==> src/rtl/gbf_stream_loader.sv <==
// gbf_stream_loader: accepts stream words and fills two GBF banks alternately,
// tracking which bank holds a complete, unreleased tile.
module gbf_stream_loader #(
  parameter int GBF_DATA_BITWIDTH = 512,
  parameter int GBF_ADDR_BITWIDTH = 5,
  parameter int GBF_DEPTH         = 32,
  parameter int TILE_CNT_BITWIDTH = 16
) (
  input  logic                           clk,
  input  logic                           reset,
  input  logic                           start,
  input  logic [TILE_CNT_BITWIDTH-1:0]   num_tiles,
  input  logic [GBF_ADDR_BITWIDTH:0]     fill_words,
  input  logic                           in_valid,
  input  logic [GBF_DATA_BITWIDTH-1:0]   in_data,
  output logic                           in_ready,
  input  logic                           gbf1_need_data,
  input  logic                           gbf2_need_data,
  output logic                           en1a,
  output logic                           we1a,
  output logic                           en2a,
  output logic                           we2a,
  output logic [GBF_ADDR_BITWIDTH-1:0]   addr1a,
  output logic [GBF_ADDR_BITWIDTH-1:0]   addr2a,
  output logic [GBF_DATA_BITWIDTH-1:0]   w_data1a,
  output logic [GBF_DATA_BITWIDTH-1:0]   w_data2a,
  output logic                           buf1_ready,
  output logic                           buf2_ready,
  output logic                           data_avail,
  output logic                           load_done
);
  localparam int A = GBF_ADDR_BITWIDTH;
  localparam int D = GBF_DATA_BITWIDTH;
  localparam int T = TILE_CNT_BITWIDTH;
  localparam logic [A:0]   ONE_W  = {{A{1'b0}}, 1'b1};
  localparam logic [A:0]   FW_MAX = (A+1)'(GBF_DEPTH);
  localparam logic [A-1:0] ONE_A  = {{(A-1){1'b0}}, 1'b1};
  localparam logic [T-1:0] ONE_T  = {{(T-1){1'b0}}, 1'b1};

  typedef enum logic [1:0] {IDLE, FILL, WAIT, DONE} state_t;

  state_t       state_q, state_d;
  logic         tgt_q, tgt_d;
  logic [A-1:0] w_q, w_d, lw_q, lw_d;
  logic [T-1:0] tiles_q, tiles_d, num_q, num_d;
  logic         buf1_q, buf1_d, buf2_q, buf2_d, pend1_q, pend1_d, pend2_q, pend2_d;
  logic         rdy_q, rdy_d, done_q, done_d, avail_q, avail_d, en1_q, en1_d, en2_q, en2_d;
  logic [A-1:0] a1_q, a1_d, a2_q, a2_d;
  logic [D-1:0] d1_q, d1_d, d2_q, d2_d;
  logic [A:0]   fw_c;
  logic         beat, last, occ1, occ2, tgt_occ, nxt_occ;

  assign fw_c    = fill_words > FW_MAX ? FW_MAX : fill_words;
  assign beat    = in_valid & rdy_q;
  assign last    = beat && w_q == lw_q;
  // A bank whose last write is still in flight counts as occupied
  assign occ1    = buf1_q | pend1_q;
  assign occ2    = buf2_q | pend2_q;
  assign tgt_occ = tgt_q ? occ2 : occ1;
  assign nxt_occ = tgt_q ? occ1 : occ2;

  always_comb begin
    state_d = state_q;
    tgt_d   = tgt_q;
    w_d     = w_q;
    tiles_d = tiles_q;
    num_d   = num_q;
    lw_d    = lw_q;
    if (start && (state_q == IDLE || state_q == DONE)) begin
      num_d   = num_tiles;
      lw_d    = A'(fw_c - ONE_W);
      tiles_d = '0;
      tgt_d   = 1'b0;
      w_d     = '0;
      state_d = num_tiles == '0 ? DONE : occ1 ? WAIT : FILL;
    end else if (state_q == WAIT) begin
      state_d = tgt_occ ? WAIT : FILL;
    end else if (last) begin
      w_d     = '0;
      tiles_d = tiles_q + ONE_T;
      tgt_d   = tiles_d == num_q ? tgt_q : ~tgt_q;
      state_d = tiles_d == num_q ? DONE : nxt_occ ? WAIT : FILL;
    end else if (beat) begin
      w_d = w_q + ONE_A;
    end
    pend1_d = last & ~tgt_q;
    pend2_d = last & tgt_q;
    buf1_d  = pend1_q | (buf1_q & ~gbf1_need_data);
    buf2_d  = pend2_q | (buf2_q & ~gbf2_need_data);
    avail_d = buf1_d | buf2_d;
    rdy_d   = state_d == FILL && !last;
    done_d  = state_d == DONE;
    en1_d   = beat & ~tgt_q;
    en2_d   = beat & tgt_q;
    a1_d    = en1_d ? w_q : '0;
    a2_d    = en2_d ? w_q : '0;
    d1_d    = en1_d ? in_data : '0;
    d2_d    = en2_d ? in_data : '0;
  end

  always_ff @(posedge clk or negedge reset) begin
    if (!reset) begin
      state_q <= IDLE;
      tgt_q   <= 1'b0;
      w_q     <= '0;
      lw_q    <= '0;
      tiles_q <= '0;
      num_q   <= '0;
      buf1_q  <= 1'b0;
      buf2_q  <= 1'b0;
      pend1_q <= 1'b0;
      pend2_q <= 1'b0;
      rdy_q   <= 1'b0;
      done_q  <= 1'b0;
      avail_q <= 1'b0;
      en1_q   <= 1'b0;
      en2_q   <= 1'b0;
      a1_q    <= '0;
      a2_q    <= '0;
      d1_q    <= '0;
      d2_q    <= '0;
    end else begin
      state_q <= state_d;
      tgt_q   <= tgt_d;
      w_q     <= w_d;
      lw_q    <= lw_d;
      tiles_q <= tiles_d;
      num_q   <= num_d;
      buf1_q  <= buf1_d;
      buf2_q  <= buf2_d;
      pend1_q <= pend1_d;
      pend2_q <= pend2_d;
      rdy_q   <= rdy_d;
      done_q  <= done_d;
      avail_q <= avail_d;
      en1_q   <= en1_d;
      en2_q   <= en2_d;
      a1_q    <= a1_d;
      a2_q    <= a2_d;
      d1_q    <= d1_d;
      d2_q    <= d2_d;
    end
  end

  assign in_ready   = rdy_q;
  assign en1a       = en1_q;
  assign we1a       = en1_q;
  assign en2a       = en2_q;
  assign we2a       = en2_q;
  assign addr1a     = a1_q;
  assign addr2a     = a2_q;
  assign w_data1a   = d1_q;
  assign w_data2a   = d2_q;
  assign buf1_ready = buf1_q;
  assign buf2_ready = buf2_q;
  assign data_avail = avail_q;
  assign load_done  = done_q;
endmodule

==> config.mk <==
export PLATFORM = sky130hd
export DESIGN_NAME = gbf_stream_loader
export DESIGN_NICKNAME = d
export VERILOG_FILES = /design/src/rtl/gbf_stream_loader.sv
export SDC_FILE = /design/constraint.sdc
export NUM_CORES = 1
export LEC_CHECK = 0
export CAP_MARGIN = 5
export CORE_AREA = 3 3 619 621
export CTS_BUF_LIST = sky130_fd_sc_hd__clkbuf_4
export CTS_CLUSTER_SIZE = 16
export DETAILED_ROUTE_END_ITERATION = 7
export DIE_AREA = 0 0 622 624
export PLACE_DENSITY = 0.3
export SYNTH_ARGS = -nofsm -noshare
export SYNTH_HDL_FRONTEND = slang
export SYNTH_SLANG_ARGS = --single-unit
==> constraint.sdc <==
create_clock -name clk -period 5.1 [get_ports clk]
set_input_delay 1.02 -clock clk [delete_from_list [all_inputs] [get_ports clk]]
set_output_delay 1.02 -clock clk [all_outputs]
set_load 0.005 [all_outputs]
# Word level (Yosys, flattened, before mapping)
# Cells that the tools add are included.
[classes]
add_sub_neg = 3
n_lt_le_gt_ge = 1
eq_ne = 8
n_mux = 26
bitwise = 15
n_reduce_logical = 12
[ops]
columns = ["op", "n"]
rows = [
  ["$mux 512", 2],
  ["$mux 16", 3],
  ["$mux 5", 7],
  ["$add 16x1->16 const B", 1],
  ["$eq 16x16->1", 1],
  ["$logic_not 16->1", 1],
  ["$mux 2", 8],
  ["$and 1x1->1", 7],
  ["$eq 2x2->1 const B", 3],
  ["$gt 6x6->1 const B", 1],
  ["$mux 1", 6],
  ["$add 5x1->5 const B", 1],
  ["$eq 5x5->1", 1],
  ["$or 1x1->1", 5],
  ["$sub 5x1->5 const B", 1],
  ["$ne 2x2->1 const B", 2],
  ["$reduce_and 2->1", 2],
  ["$logic_and 1x1->1", 3],
  ["$not 1->1", 3],
  ["$reduce_and 3->1", 1],
  ["$reduce_bool 3->1", 1],
  ["$eq 2x1->1 const B", 1],
  ["$logic_not 2->1", 1],
  ["$reduce_bool 2->1", 1],
  ["2 further kinds", 2],
]
[word_totals]
ff_bits = 1088
input_bits = 540
out_inout_bits = 1043
word_cells = 84

# Depth between registers and ports, before layout
# Gate-level depths: netlist of the first run.
[depth]
word_depth = 9
ltp_mapped = 9
ltp_nobuf = 8

# Worst setup path after synthesis of the first run
# Ideal clock, no wire load.
[synth_timing]
path_kind = "input to register"
from = "in in_valid"
to = "reg d2_q[382], in the netlist w_data2a[382]"
setup_time_ps = 66
arrival_ps = 2206
t_required_ps = 5034
path_slack_ps = 2828
path_stages = 6
n_path_buf = 3
path_cell_list = "nand2_1 > nor2_1 > clkbuf_1 > clkbuf_1 > clkbuf_1 > and2_1"
[synth_between]
elab_chain_cells = 3
[synth_lines]
columns = ["element", "line_no", "text"]
rows = [
  ["from (decl)", "14", "input logic in_valid,"],
  ["$and 1x1->1", "54", "assign beat = in_valid & rdy_q;"],
  ["$and 1x1->1", "94", "en2_d = beat & tgt_q;"],
  ["$mux 512", "98", "d2_d = en2_d ? in_data : '0;"],
  ["via d2_d[382]", "49", "logic [D-1:0] d1_q, d1_d, d2_q, d2_d;"],
  ["to (signal assigned)", "121", "d2_q <= '0;"],
  ["to (signal assigned)", "141", "d2_q <= d2_d;"],
  ["to (decl)", "49", ""],
]
# The timed path passes the listed nets, and every way through them passes these cells.
# A chain may end at the register's enable or synchronous reset.

# Final worst setup path of the first run
[layout_timing]
from = "reg d2_q[63], in the netlist w_data2a[63]"
to = "out w_data2a[63]"
[layout_rtl]
columns = ["element", "line_no", "text"]
rows = [
  ["to (decl)", "26", "output logic [GBF_DATA_BITWIDTH-1:0] w_data2a,"],
]
# No word-level cell between the ends.

==> out/results.ini, run 1 <==
[hold_path]
holdCritStartpoint=in_data[138]
holdPathStages=2
min_path_type=in -> reg
min_to=w_data1a[138]$_DFF_PN0_

[critical_path]
end_kind=primary output
cp_num_buf_inv=1
crit_type=reg -> out
critPathMaxFanout=1
cp_top_family=buffers and inverters
cp.required_ns=4.08
arrival_ns=2.56
slowest_stage=clkdlybuf4s50_1
cp_cell_sequence=clkdlybuf4s50_1
worstReg2RegStart=w_q[2]$_DFFE_PN0P_
start_kind=flip-flop
r2r_end=tiles_q[15]$_DFFE_PN0P_
r2r_cells=7
r2r_setup_slack_ns=1.85
cpPeakStageDelay_ns=0.94

[timing]
finalMaxSlewViolations=0
clock_skew_ns=0.1081
fin_tns_setup_ns=0
whs_ns=0.3290
rsz0062_at_grt=no
fmax_mhz=279.5
relSlewSlack_pct=21.57
finalCriticalPeriod_ns=3.577
hold_viol_final=0
setup_viol=0
worst_pin_slew_ns=1.166
period_share_pct=70.14

[routing]
dr_wl_met3_um=30050
viasPerCell=2.865
met2WireLength_um=133000
vias=27790
met1_length_um=108500
wl_per_cell_um=28.80
final_antenna_net_count=0
first_iter_violations=1236
drc_errors=0
drt_wl_total_um=279300
first_pass_iters=4
top_layer=met5

[pwr]
p_int_mw=16.65
powerDensity_nw_per_um2=390.0
worst_ir_drop_vdd_uv=156.7
p_sw_mw=7.752
p_seq_share_pct=41.3
p_leak_nw=27.26
pwr-share-clk_pct=37.6
power.share.switching_pct=31.77
combPwrFrac_pct=21.1

[global_routing]
antenna_found_initial=95
overflow=0
grt_max_degree=131
track_usage_pct=13.93
grt_pass1_vias=30480
grt_pass1_wl_um=350500

[synth]
ys.flop_type=dfrtp_1
yosys_warnings=0
syn_area_um2=35960
ys_ff_latch=1088
yosysUniqueCellTypes=56
yosysSeqAreaShare_pct=75.70
async_flop_share_pct=100.0
syn-num-nets=3096
avgSynthCellArea_um2=14.10
synth_edf_count=0
syn_inst=2551

[floorplan]
die_h_um=624
die-area_um2=388100
row_count=226
initial_core_util_pct=9.506
coreArea_um2=378300
die_x_um=622
io_pins=1583

[place]
gp_routability_congestion=0.8593
numPortBuffers=1582
dp_hpwl_um=231200
dpl_cell_area_um2=58110
placed_cells=9053

[clock_network]
path_clk_slew_ns=0.06
cts-root-buf=clkbuf_4
clockBufferDepth=4
cts_tree=yes
cts_sinks=1088
clock_latency_ns=1.28
htree_levels=5
cts_buffers=356
cts_resized=0

[finish]
layout-drive-gt1-share_pct=12.41
postLayoutCoreUtil_pct=16.54
stdcell_count=9698
area_growth_pct=73.97
final_nets=4942
final_cell_area_um2=62570

[outcome]
status=finished, final reports clean

[job]
cap_viol_max_count=0

## flip-flops by register name, indices dropped and copies added (netlist names), 2 cells and up
| signal | cells |
|---|---|
| addr2a | 5 |
| w_data1a | 512 |
| num_q | 16 |
| lw_q | 5 |
| w_q | 5 |
| state_q | 2 |
| w_data2a | 512 |
| addr1a | 5 |
| tiles_q | 16 |
## how the worst max path moves through the flow
stage	from	endpoint	slack [ns]	cells after the start
3_5_place_dp	num_tiles[10]	load_done$_DFF_PN0_	1.20	7
3_3_place_gp	num_tiles[9]	load_done$_DFF_PN0_	0.96	7
2_1_floorplan	in_valid	w_data2a[382]$_DFF_PN0_	2.83	6
4_1_cts	w_data2a[38]$_DFF_PN0_	w_data2a[38]	1.11	1
5_1_grt	w_data2a[243]$_DFF_PN0_	w_data2a[243]	1.12	1
6_report	w_data2a[63]$_DFF_PN0_	w_data2a[63]	1.52	1
## metrics by stage
stage,setup slack [ns],power (mW)
6_report,1.523,24.40
5_1_grt,1.119,25.98
4_1_cts,1.109,25.29
3_5_place_dp,1.202,15.61
3_3_place_gp,0.9611,15.63
2_1_floorplan,2.828,11.46
## cells by family after synthesis
family | Yosys count | synth area share (%)
DFF | 1088 | 75.70
AOI/OAI and AO/OA | 80 | 1.534
buffers and inverters | 145 | 1.604
xor gates and xnor gates | 26 | 0.6332
and+or+nand+nor | 1205 | 20.29
adders and majority gates | 5 | 0.1739
muxes | 2 | 0.05914
## final cells by class
class / instances / area [um^2]
clock inverters: 122 / 726.9
well taps: 5016 / 6276
diodes: 41 / 102.6
flip-flops and latches: 1088 / 27230
multi-input cells: 1318 / 8177
repair buffers: 1626 / 16430
clock buffers: 480 / 3603
inverters: 7 / 26.28
fillers: 42080 / 315800
## power by group through the flow
| stage | registers [mW] | clock network, mW | logic [mW] |
|---|---|---|---|
| after global routing | 10.2 | 10.2 | 5.58 |
| after floorplan | 10.1 | 0 | 1.33 |
| after CTS | 10.1 | 9.80 | 5.37 |
| after detailed placement | 10.3 | 0 | 5.35 |
| final | 10.1 | 9.17 | 5.14 |
| after global placement | 10.3 | 0 | 5.36 |
## per-layer routing
layer  track usage, %  vias to the layer above
met5                0                        -
met2            23.22                     1398
met3            6.507                      411
met1            15.95                    14100
li1                 -                    11880
met4            3.668                        4
## layout by cell type, fill, tap and decap left out, types with 15 or more instances in the layout
cell,instances
nor2_1,15
xor2_1,16
buf_12,21
clkinv_1,82
clkinv_2,16
clkdlybuf4s50_1,1581
clkbuf_4,480
dfrtp_1,1088
o21ai_0,26
nand2_1,85
and2_1,1039
diode_2,41
buf_4,21
## Yosys cell counts, types with 3 or more instances
master	instances	area share, %
nor4_1	6	0.10
nand2b_1	4	0.070
clkbuf_1	120	1.3
a21oi_1	9	0.13
a31oi_1	6	0.10
inv_1	7	0.073
a21o_1	6	0.13
a2111oi_2	3	0.13
nor2b_1	5	0.087
nor2_1	17	0.18
o21ai_0	26	0.36
nor3_1	4	0.056
ha_1	5	0.17
buf_4	5	0.10
nand4_1	9	0.16
and2_1	1039	18
xor2_1	16	0.39
o41ai_1	3	0.073
nand2_1	85	0.89
and4_1	5	0.12
xnor2_1	10	0.24
nand3_1	11	0.15
o31ai_1	10	0.21
and3_1	3	0.052
dfrtp_1	1088	76
or3_1	3	0.052
buf_2	11	0.15
## timing repair
item                                   CTS  global route
endpoints found under the hold margin   74             0
buffers inserted                         0             0
hold buffers                             2             0
No activity file was read; power rests on OpenSTA's default activity.
==> run 2, diff against run 1 <==
Settings changed: CORE_AREA 3 3 619 621 to 3 3 622 624, DIE_AREA 0 0 622 624 to 0 0 625 627.
Clock period 5.1 ns to 3.1 ns, I/O delays scaled along.
==> run 2 against run 1 <==
Clock skew is 0.060 ns higher. Die area grew 0.97%. Via count up 8.0%. Core utilization grew 1.2 points.
==> out/results.ini, run 2 (synthesis results as in run 1) <==
[outcome]
status=finished, final reports clean

[clock_network]
cts_buffers=347
cts_tree=yes
cts-root-buf=clkbuf_4
clock_latency_ns=1.32
clockBufferDepth=4
path_clk_slew_ns=0.06
cts_sinks=1088
htree_levels=5
post_cts_buffers=0

[global_routing]
grt_pass1_wl_um=359800
track_usage_pct=14.09
grt_max_degree=94
grt_pass1_vias=33250
overflow=0
antenna_found_initial=97

[timing]
clock_skew_ns=0.1680
period_share_pct=92.16
worst_pin_slew_ns=0.6499
setup_viol=0
relSlewSlack_pct=56.68
fmax_mhz=350.0
finalMaxSlewViolations=0
whs_ns=0.2398
finalCriticalPeriod_ns=2.857
hold_viol_final=0
fin_tns_setup_ns=0

[routing]
drt_wl_total_um=286000
first_pass_iters=4
wl_per_cell_um=27.80
viasPerCell=2.918
drc_errors=0
final_antenna_net_count=0
vias=30020
first_iter_violations=1308

[finish]
postLayoutCoreUtil_pct=17.78
final_cell_mix=1054 x clkdlybuf4s50_1, 1039 x and2_1, 1027 x dfrtp_1
stdcell_count=10290
final_nets=5522
layout-drive-gt1-share_pct=14.08
final_common_cell=clkdlybuf4s50_1
area_growth_pct=88.86

[place]
dp_hpwl_um=237500
gp_routability_congestion=0.8403
placed_cells=9121
numPortBuffers=1582

[floorplan]
die-area_um2=391900
io_pins=1583
row_count=227
die_h_um=627
coreArea_um2=382000
initial_core_util_pct=9.415
die_x_um=625

[pwr]
power.share.switching_pct=31.71
powerDensity_nw_per_um2=593.7
pwr-share-clk_pct=36.5
combPwrFrac_pct=22.4
total_power_mw=40.33
p_seq_share_pct=41.1
p_sw_mw=12.79
p_int_mw=27.54
p_leak_nw=31.80
worst_ir_drop_vdd_uv=224.1

[critical_path]
arrival_ns=2.24
critPathMaxFanout=2
end_kind=primary output
cpPeakStageDelay_ns=0.57
cp_top_family=flip-flops
cp_cell_sequence=dlygate4sd2_1
start_kind=flip-flop
slowest_stage=dfrtp_1
crit_type=reg -> out
cp_num_buf_inv=1
cp.required_ns=2.48

[job]
cap_viol_max_count=0

[hold_path]
min_path_type=in -> reg

## run 2: cell types whose count changed in the layout (fill, tap and decap cells not counted), sizes merged
cell / delta
diode: +9
buf: +52
clkinvlp: -1
clkdlybuf4s15: +64
clkinv: -43
inv: +6
bufinv: -1
clkdlybuf4s50: -527
clkbuf: +7
dlygate4sd3: +542
dlygate4sd2: +458
## run 2: layout make-up
cell class                 count  area, um^2
inverter                       7       26.28
clock buffer                 487        3656
antenna                       50       125.1
multi-input combinational   1318        8177
sequential                  1088       27300
tap                         5038        6304
timing repair buffer        2215       21820
fill                       42350      314100
clock inverter                83       510.5
## run 2: path summary, 6_finish.rpt
path | start | depth (start not counted) | to | slack [ns]
worst max-delay path | w_data2a[476]$_DFF_PN0_ | 1 | w_data2a[476] | 0.24
worst min-delay path | in_data[443] | 2 | w_data1a[443]$_DFF_PN0_ | 0.24
worst max register to register | tiles_q[0]$_DFFE_PN0P_ | 8 | load_done$_DFF_PN0_ | 0.34
worst min register to register | pend1_q$_DFF_PN0_ | 1 | buf1_ready$_DFF_PN0_ | 0.50
max in group asynchronous | reset | 4 | w_data1a[210]$_DFF_PN0_ | 1.54
min in group asynchronous | reset | 4 | w_data2a[320]$_DFF_PN0_ | 0.79
## run 2: metrics by stage
stage          area, um^2  setup WS (ns)
2_1_floorplan       35960         0.8666
3_3_place_gp        58600        0.07727
3_5_place_dp        58600         0.1576
4_1_cts             67800  -0.0000006661
5_1_grt             67830      -0.006342
6_report            67920         0.2432
## run 2: power by group through the flow
stage | clock [mW] | sequential [mW] | combinational (mW)
detailed placement | 0 | 16.9 | 9.03
global route | 16.5 | 16.7 | 9.77
floorplan | 0 | 16.7 | 2.19
global placement | 0 | 16.9 | 9.06
CTS | 15.7 | 16.6 | 9.42
finish | 14.7 | 16.6 | 9.01
## run 2: worst register-to-register path, delay by kind of cell (launching register included)
family,cells,cell delay (ns)
simple gates,5,1.40
compound gates,2,0.50
flops,1,0.43
fa+ha+maj,1,0.32
## run 2: timing repair
item / in CTS / in global routing
hold buffers: 545 / 0
setup endpoints to repair: 523 / 1
gates resized for setup: 696 / 1
hold endpoints to repair: 2109 / 0
## run 2: per-layer routing
layer	up-vias	track usage [%]	wire [um]	share of wire, %
li1	13040	-	-	-
met1	15180	16.37	112600	39
met2	1387	23.78	138300	48
met3	393	5.935	27930	9.8
met4	16	3.517	7030	2.5
met5	-	0	102	0.036
==> run 3, diff against run 2 <==
Settings changed: CAP_MARGIN 5 to default, GPL_TIMING_DRIVEN from default to 0.
==> run 3 against run 2 <==
Via count is 2.4% higher. Worst setup slack got worse by 0.11 ns. First-iteration DRC count increased by 10%. Critical path type is now reg -> reg. Clock power is 6% higher. Total power grew 1.7%. Non-clock buffer count grew 52. Flip-flop and latch count stayed put. Clock skew fell by 0.094 ns. Final area shrank 0.92%.
==> out/results.ini, run 3 (synthesis results as in run 1) <==
[outcome]
status=finished, final reports clean

[finish]
stdcell_count=10390
area_growth_pct=87.12
n_fill_cell=42560
seqCellArea_um2=27250
final_common_cell=dfrtp_1
multi_input_area_um2=8180
layout-drive-gt1-share_pct=13.23
final_nets=5588
final_cell_mix=1068 x dfrtp_1, 1039 x and2_1, 840 x dlygate4sd2_1

[routing]
vias=30750
wl_per_cell_um=28.47
final_antenna_net_count=0
viasPerCell=2.959
drc_errors=0
first_pass_iters=5
first_iter_violations=1445
drt_wl_total_um=295800

[critical_path]
crit_type=reg -> reg
cp.required_ns=4.34
start_kind=flip-flop
arrival_ns=4.21
end_kind=flip-flop
critPathMaxFanout=11

[place]
dp_hpwl_um=248700
gp_routability_congestion=0.8634
placed_cells=9181
numPortBuffers=1582

[job]
cap_viol_max_count=0

[clock_network]
cts_buffers=361
cts_sinks=1088
htree_levels=5
cts_tree=yes
clock_latency_ns=1.33
cts-root-buf=clkbuf_4
clockBufferDepth=4
path_clk_slew_ns=0.07

[global_routing]
grt_pass1_vias=33750
grt_max_degree=168
antenna_found_initial=135
track_usage_pct=14.54
overflow=0
grt_pass1_wl_um=368500

[timing]
rsz0062_at_grt=no
worst_pin_slew_ns=1.104
setup_viol=0
whs_ns=0.2524
finalCriticalPeriod_ns=2.972
fmax_mhz=336.5
period_share_pct=95.86
finalMaxSlewViolations=0
clock_skew_ns=0.07372
relSlewSlack_pct=26.41
hold_viol_final=0

[floorplan]
coreArea_um2=382000
die_x_um=625
die-area_um2=391900
row_count=227
die_h_um=627
initial_core_util_pct=9.415
io_pins=1583

[pwr]
p_int_mw=27.51
combPwrFrac_pct=21.9
p_sw_mw=13.52
power.share.switching_pct=32.95
pwr-share-clk_pct=38.1
p_leak_nw=33.62
worst_ir_drop_vdd_uv=270.0
powerDensity_nw_per_um2=609.7
p_seq_share_pct=39.9

[hold_path]
min_path_type=in -> reg

-- run 3: through the flow --
step	total power [mW]	setup TNS (ns)	setup slack (ns)	area, um^2	util [%]
finish	41.03	0	0.1283	67300	17.62
global route	43.68	0	0.01222	67180	17.59
CTS	42.56	0	0.00006928	67120	17.57
detailed placement	26.17	-939.94	-2.304	58410	15.29
global placement	26.17	-	-55.62	58100	15.21
floorplan	18.85	0	0.8666	35960	-
-- run 3: layout make-up --
class                   instances  area share, %
inverters                       7        0.03904
plain buffers                 137         0.8534
diodes                         55         0.2045
multi-input cells            1318          12.16
clock buffers                 503          5.611
well taps                    5038          9.367
flip-flops and latches       1088          40.49
clock inverters               115          1.060
repair buffers               2130          30.22
-- run 3: what timing repair did --
item | CTS | global route
hold buffers | 533 | 0
hold endpoints to repair | 1469 | 0
buffers inserted | 2 | 2
cloned | 0 | 1
resized for setup | 1227 | 0
pin swaps | 2 | 1
setup endpoints to repair | 1967 | 16
-- run 3: path summary, 6_finish.rpt --
kind / startpoint / end / slack [ns] / depth (start not counted)
max in group asynchronous: reset / w_data2a[493]$_DFF_PN0_ / 0.23 / 7
min: in_data[390] / w_data2a[390]$_DFF_PN0_ / 0.25 / 2
max reg2reg: in_ready$_DFF_PN0_ / w_data1a[134]$_DFF_PN0_ / 0.13 / 6
min reg2reg: pend1_q$_DFF_PN0_ / buf1_ready$_DFF_PN0_ / 0.48 / 1
min in group asynchronous: reset / w_data2a[260]$_DFF_PN0_ / 0.54 / 4
max: in_ready$_DFF_PN0_ / w_data1a[134]$_DFF_PN0_ / 0.13 / 6
-- run 3: critical path: stages, from the launching register on --
cell and delay, ns:
dfrtp_2 0.47, nand2_1 0.35, nor2_4 0.21, buf_4 0.34
clkbuf_1 0.63, clkbuf_1 0.57, and2_1 0.28
-- run 3: power groups by stage --
stage | sequential, mW | clock, mW | combinational, mW
floorplan | 16.7 | 0 | 2.19
global placement | 16.8 | 0 | 9.33
detailed placement | 16.7 | 0 | 9.48
CTS | 16.4 | 16.7 | 9.42
global route | 16.5 | 17.4 | 9.75
finish | 16.4 | 15.6 | 9.00
-- run 3: per-layer routing --
metal | track usage (%) | routed length [um]
met3 | 5.046 | 25230
met1 | 17.39 | 119200
met4 | 3.920 | 8319
met2 | 24.60 | 143000
met5 | 0 | 75
==> variant 1 (settings of run 3) <==
Take the reset off `d2_q` and load it in a clocked block of its own.
--- a/src/rtl/gbf_stream_loader.sv
+++ b/src/rtl/gbf_stream_loader.sv
@@ -118,7 +118,6 @@
       a1_q    <= '0;
       a2_q    <= '0;
       d1_q    <= '0;
-      d2_q    <= '0;
     end else begin
       state_q <= state_d;
       tgt_q   <= tgt_d;
@@ -138,8 +137,11 @@
       a1_q    <= a1_d;
       a2_q    <= a2_d;
       d1_q    <= d1_d;
-      d2_q    <= d2_d;
     end
+  end
+
+  always_ff @(posedge clk) begin
+    d2_q <= d2_d;
   end
 
   assign in_ready   = rdy_q;
Function: no difference found for any inputs over 4 cycles, from zero or initial values and one cycle with reset low; that may be too few to reach the edited logic, so the function may still have changed.
==> variant 1 against run 3 <==
  * Routed wire length down 4.7%
  * Sequential cell count unchanged
  * Critical path type unchanged
  * Global-route usage shrank 0.65 points
  * Clock skew up 0.024 ns
  * Worst setup slack improved by 0.15 ns
  * Maximum frequency grew 5.2%
  * Total power is 0.85% higher
  * Area after synthesis down 7.1%
  * Design area shrank 3.4%
  * Die area is the same
==> variant 1: results (changes against run 3) <==
outcome:
  status: "finished clean"
finish:
  drive_gt1_frac: 0.1421  # +0.009820
  final_cells: 10420  # +0.29%
  nets: 5587  # -0.018%
drt:
  final_antenna_net_count: 0  # unchanged
  vias: 29780  # -3.2%
  drt-total-wl_um: 282000  # -4.7%
  first_pass_iters: 5  # unchanged
  drt_iter0_markers: 1009  # -30%
timing:
  skew_ns: 0.09795  # +0.02423 ns
  hold_slack_ns: 0.1848  # -0.06765 ns
  worst_pin_slew_ns: 1.154  # +0.04995 ns
clock_network:
  path_clk_slew_ns: 0.07  # about the same
  htreeDepth: 5  # unchanged
  clk_latency_ns: 1.39  # +0.06 ns
  root_buffer: "clkbuf_4"
  clk_path_buf_depth: 4  # unchanged
  cts_buffers: 362  # +0.28%
yosys:
  synth_area_per_cell_um2: 13.09  # -7.1%
  ys_types: 57  # +1.8%
  async_flop_share: 0.5294  # -0.4706
  synthesis.nets: 3096  # unchanged
  synth_commonest_cells: "1039 x and2_1, 576 x dfrtp_1, 512 x dfxtp_1, 120 x clkbuf_1, 85 x nand2_1"
  ys_top_cells_by_area: "dfrtp_1 43%, dfxtp_1 31%, and2_1 19%, clkbuf_1 1.3%, nand2_1 0.96%"
  yosys_warnings: 0  # unchanged
  ys_seq_area_frac: 0.7384  # -0.01864
pwr:
  peakVddDrop_v: 0.0002548  # -5.6%
  power.leakage_nw: 30.72  # -8.6%
  cellInternalPower_mw: 28.03  # +1.9%
global_route:
  grtUsageTotal: 0.1390  # -0.006457
  grt_pass1_wl_um: 354100  # -3.9%
  grt_max_degree: 96  # -43%
  grt_overflow: 0  # unchanged
  antenna_found_initial: 120  # -11%
  grt_pass1_vias: 33160  # -1.8%
setup_path:
  r2r_cells: 9  # +3
  crit_start: "tiles_q[0]$_DFFE_PN0P_"
  arrival_ns: 4.09  # -0.12 ns
  crit_path_max_fanout: 7  # -4
  startpoint_type: "register"
placed_design:
  gp_congestion: 0.8431  # -2.4%
  placed_cells: 9181  # unchanged
  placed_cell_area_mm2: 0.05580  # -4.5%
  dp_hpwl_um: 238000  # -4.3%
  preCtsSetupSlack_ns: -1.449  # +0.8552 ns
  portBuffers: 1582  # unchanged
min_path:
  min_path_type: "input port to register"
  hold_depth: 2  # unchanged
  worstHoldStart: "in_data[172]"
floorplan:
  rows: 227  # unchanged
-- variant 1: final timing paths --
path	slack, ns	to
max in group asynchronous	1.42	num_q[13]$_DFFE_PN0P_
min in group asynchronous	0.53	w_data1a[171]$_DFF_PN0_
worst min-delay path	0.18	w_data1a[172]$_DFF_PN0_
worst max register to register	0.28	load_done$_DFF_PN0_
worst max-delay path	0.28	load_done$_DFF_PN0_
worst min register to register	0.51	num_q[1]$_DFFE_PN0P_
-- variant 1: per-layer routing --
metal | vias up | global-route usage | share of wire
met1 | 14600 | 0.1457 | 0.36
met4 | 38 | 0.04762 | 0.037
li1 | 13240 | - | -
met2 | 1448 | 0.2506 | 0.51
met5 | - | 0 | 0.00090
met3 | 455 | 0.05486 | 0.089
-- variant 1: area by class of cell --
class,count,area [um2]
multi-input cells,1318,8167
clock buffers,564,4234
well taps,5038,6304
fillers,42660,317000
flip-flops and latches,1088,24720
plain buffers,138,584.3
inverters,7,26.28
repair buffers,2127,20280
clock inverters,91,560.5
diodes,50,125.1
-- variant 1: power groups by stage --
stage                     Sequential, mW  Combinational (mW)  Clock, mW
after global routing                16.4                9.55       18.2
after detailed placement            16.6                9.34          0
after CTS                           16.3                9.24       17.5
final                               16.3                8.75       16.4
after floorplan                     16.6                2.18          0
after global placement              16.7                9.33          0
-- variant 1: critical path, stage by stage, from the launching register on --
cell and delay, ns:
dfrtp_1 0.43, ha_1 0.32, and4_1 0.35, and4_1 0.22
buf_2 0.16, xnor2_1 0.09, a2111oi_2 0.43, nand4_1 0.29
or2_1 0.32, a21oi_2 0.20
-- variant 1: cells by family after synthesis --
group	synth area share
mux	0.0006368
xor+xnor	0.006817
simple gates	0.2185
fa+ha+maj	0.001873
flops	0.7384
compound gates	0.01652
buf+inv	0.01727
-- variant 1: timing repair --
| item | in CTS | in global routing |
|---|---|---|
| hold buffers | 533 | 0 |
| buffers inserted | 2 | 0 |
| endpoints found under the setup margin | 1213 | 6 |
| gates resized for setup | 1167 | 2 |
| hold endpoints to repair | 1322 | 0 |
| pin swaps | 1 | 0 |
==> variant 2 (flow settings as in run 3) <==
Made on the original files. Set the parameter `GBF_ADDR_BITWIDTH` to 4 (it was 5).
--- a/src/rtl/gbf_stream_loader.sv
+++ b/src/rtl/gbf_stream_loader.sv
@@ -2,7 +2,7 @@
 // tracking which bank holds a complete, unreleased tile.
 module gbf_stream_loader #(
   parameter int GBF_DATA_BITWIDTH = 512,
-  parameter int GBF_ADDR_BITWIDTH = 5,
+  parameter int GBF_ADDR_BITWIDTH = 4,
   parameter int GBF_DEPTH         = 32,
   parameter int TILE_CNT_BITWIDTH = 16
 ) (
Ports: changed (resized addr1a, addr2a and fill_words); port bits go from 1583 to 1580. The function was not compared with the original's and may differ.
==> variant 2 against run 3 <==
  * Largest cell class unchanged
  * Synthesized cell count decreased by 1.6%
  * Routed wire length decreased by 11%
  * Highest routed layer unchanged
  * The run now ends with negative hold slack left
  * Design area decreased by 0.83%
  * Total power decreased by 2.8%
  * Sequential cell count decreased by 4
  * Die area unchanged
  * Largest power group unchanged
  * Worst setup slack improved by 0.037 ns
  * Sequential share of layout area increased by 0.17 points
  * Critical endpoint is now load_done$_DFF_PN0_
  * Utilization decreased by 0.15 points
  * Maximum frequency increased by 1.3%
  * Area after synthesis decreased by 0.76%
  * First-iteration DRC count decreased by 7.5%
==> variant 2: results (changes against run 3) <==
global_route:
  grt_pass1_vias: 33550  # -0.60%
  grtUsageTotal: 0.1305  # -0.01489
  grt_use_met3: 0.05836  # +0.007901
  grt_max_degree: 153  # -8.9%
min_path:
  min_path_type: "input port to async pin"
clock_network:
  postCtsResizedCells: 1115  # -9.1%
  cts_buffers: 355  # -1.7%
  holdBufCountCts: 530  # -0.56%
  clk_latency_ns: 1.40  # +0.07 ns
  cts_setup_buffers: 0  # -2
finish:
  multi_input_comb_area_mm2: 0.008028  # -1.9%
  fillCellCount: 42610  # +0.10%
  multi_input_gates: 1289  # -2.2%
  drive_gt1_frac: 0.1243  # -0.007983
  clk_share: 0.06603  # -0.0006759
  inverters: 5  # -2
setup_path:
  critPathSlowestCell: "or4_4"
  r2r_cells: 9  # +3
  crit_path_max_fanout: 9  # -2
timing:
  post-route-min-period_ns: 2.935  # -0.03711 ns
  hold_viol: 77  # +77
  worst_pin_slew_ns: 1.021  # -0.08295 ns
  hold_slack_ns: -0.09469  # -0.3471 ns
  skew_ns: 0.1116  # +0.03792 ns
outcome:
  status: "finished, violations left"
  failed_checks: "negative hold slack"
yosys:
  synth_area_per_cell_um2: 14.21  # +0.82%
  synthMuxAreaShare: 0.001192  # +0.0006005
  ys_types: 48  # -14%
  synth_fa_ha_area_frac: 0.001753  # +0.00001335
placed_design:
  preCtsSetupSlack_ns: -1.679  # +0.6247 ns
  placed_cells: 9133  # -0.52%
  gp_congestion: 0.8563  # -0.82%
drt:
  wl_per_cell_um: 25.63  # -10%
  drt_iter0_markers: 1336  # -7.5%
  vias: 29960  # -2.6%
pwr:
  cellInternalPower_mw: 27.11  # -1.4%
  swShare: 0.3198  # -0.009724
  peakVddDrop_v: 0.0002578  # -4.5%
-- variant 2: changes by cell type after synthesis, sizes merged, moves of 5 or more --
cell	before	now
and2	1041	1035
buf	18	11
nand2	85	76
nor2	17	24
nor2b	5	0
nor4	6	11
o31ai	10	5
xnor2	10	19
xor2	16	9
-- variant 2: metal layers --
metal / vias up / wire length, um
met5: - / 208
met4: 30 / 8128
met3: 428 / 27720
met2: 1516 / 132800
met1: 14980 / 95760
li1: 13010 / -
-- variant 2: worst register-to-register path: stages (launching register included) --
cell and delay (ns):
dfrtp_1 0.31, buf_2 0.19, nand3_2 0.24, nor3_1 0.50, mux2_2 0.39, or4_4 0.53, nor4_4 0.27, buf_4 0.19
nand2_1 0.09, a21oi_2 0.14
-- variant 2: cells by family after synthesis --
group | count (synthesis)
muxes | 4
other | 1
AOI/OAI and AO/OA | 62
buffers and inverters | 139
DFF | 1084
and+or+nand+nor | 1188
adders and majority gates | 5
xor gates and xnor gates | 28
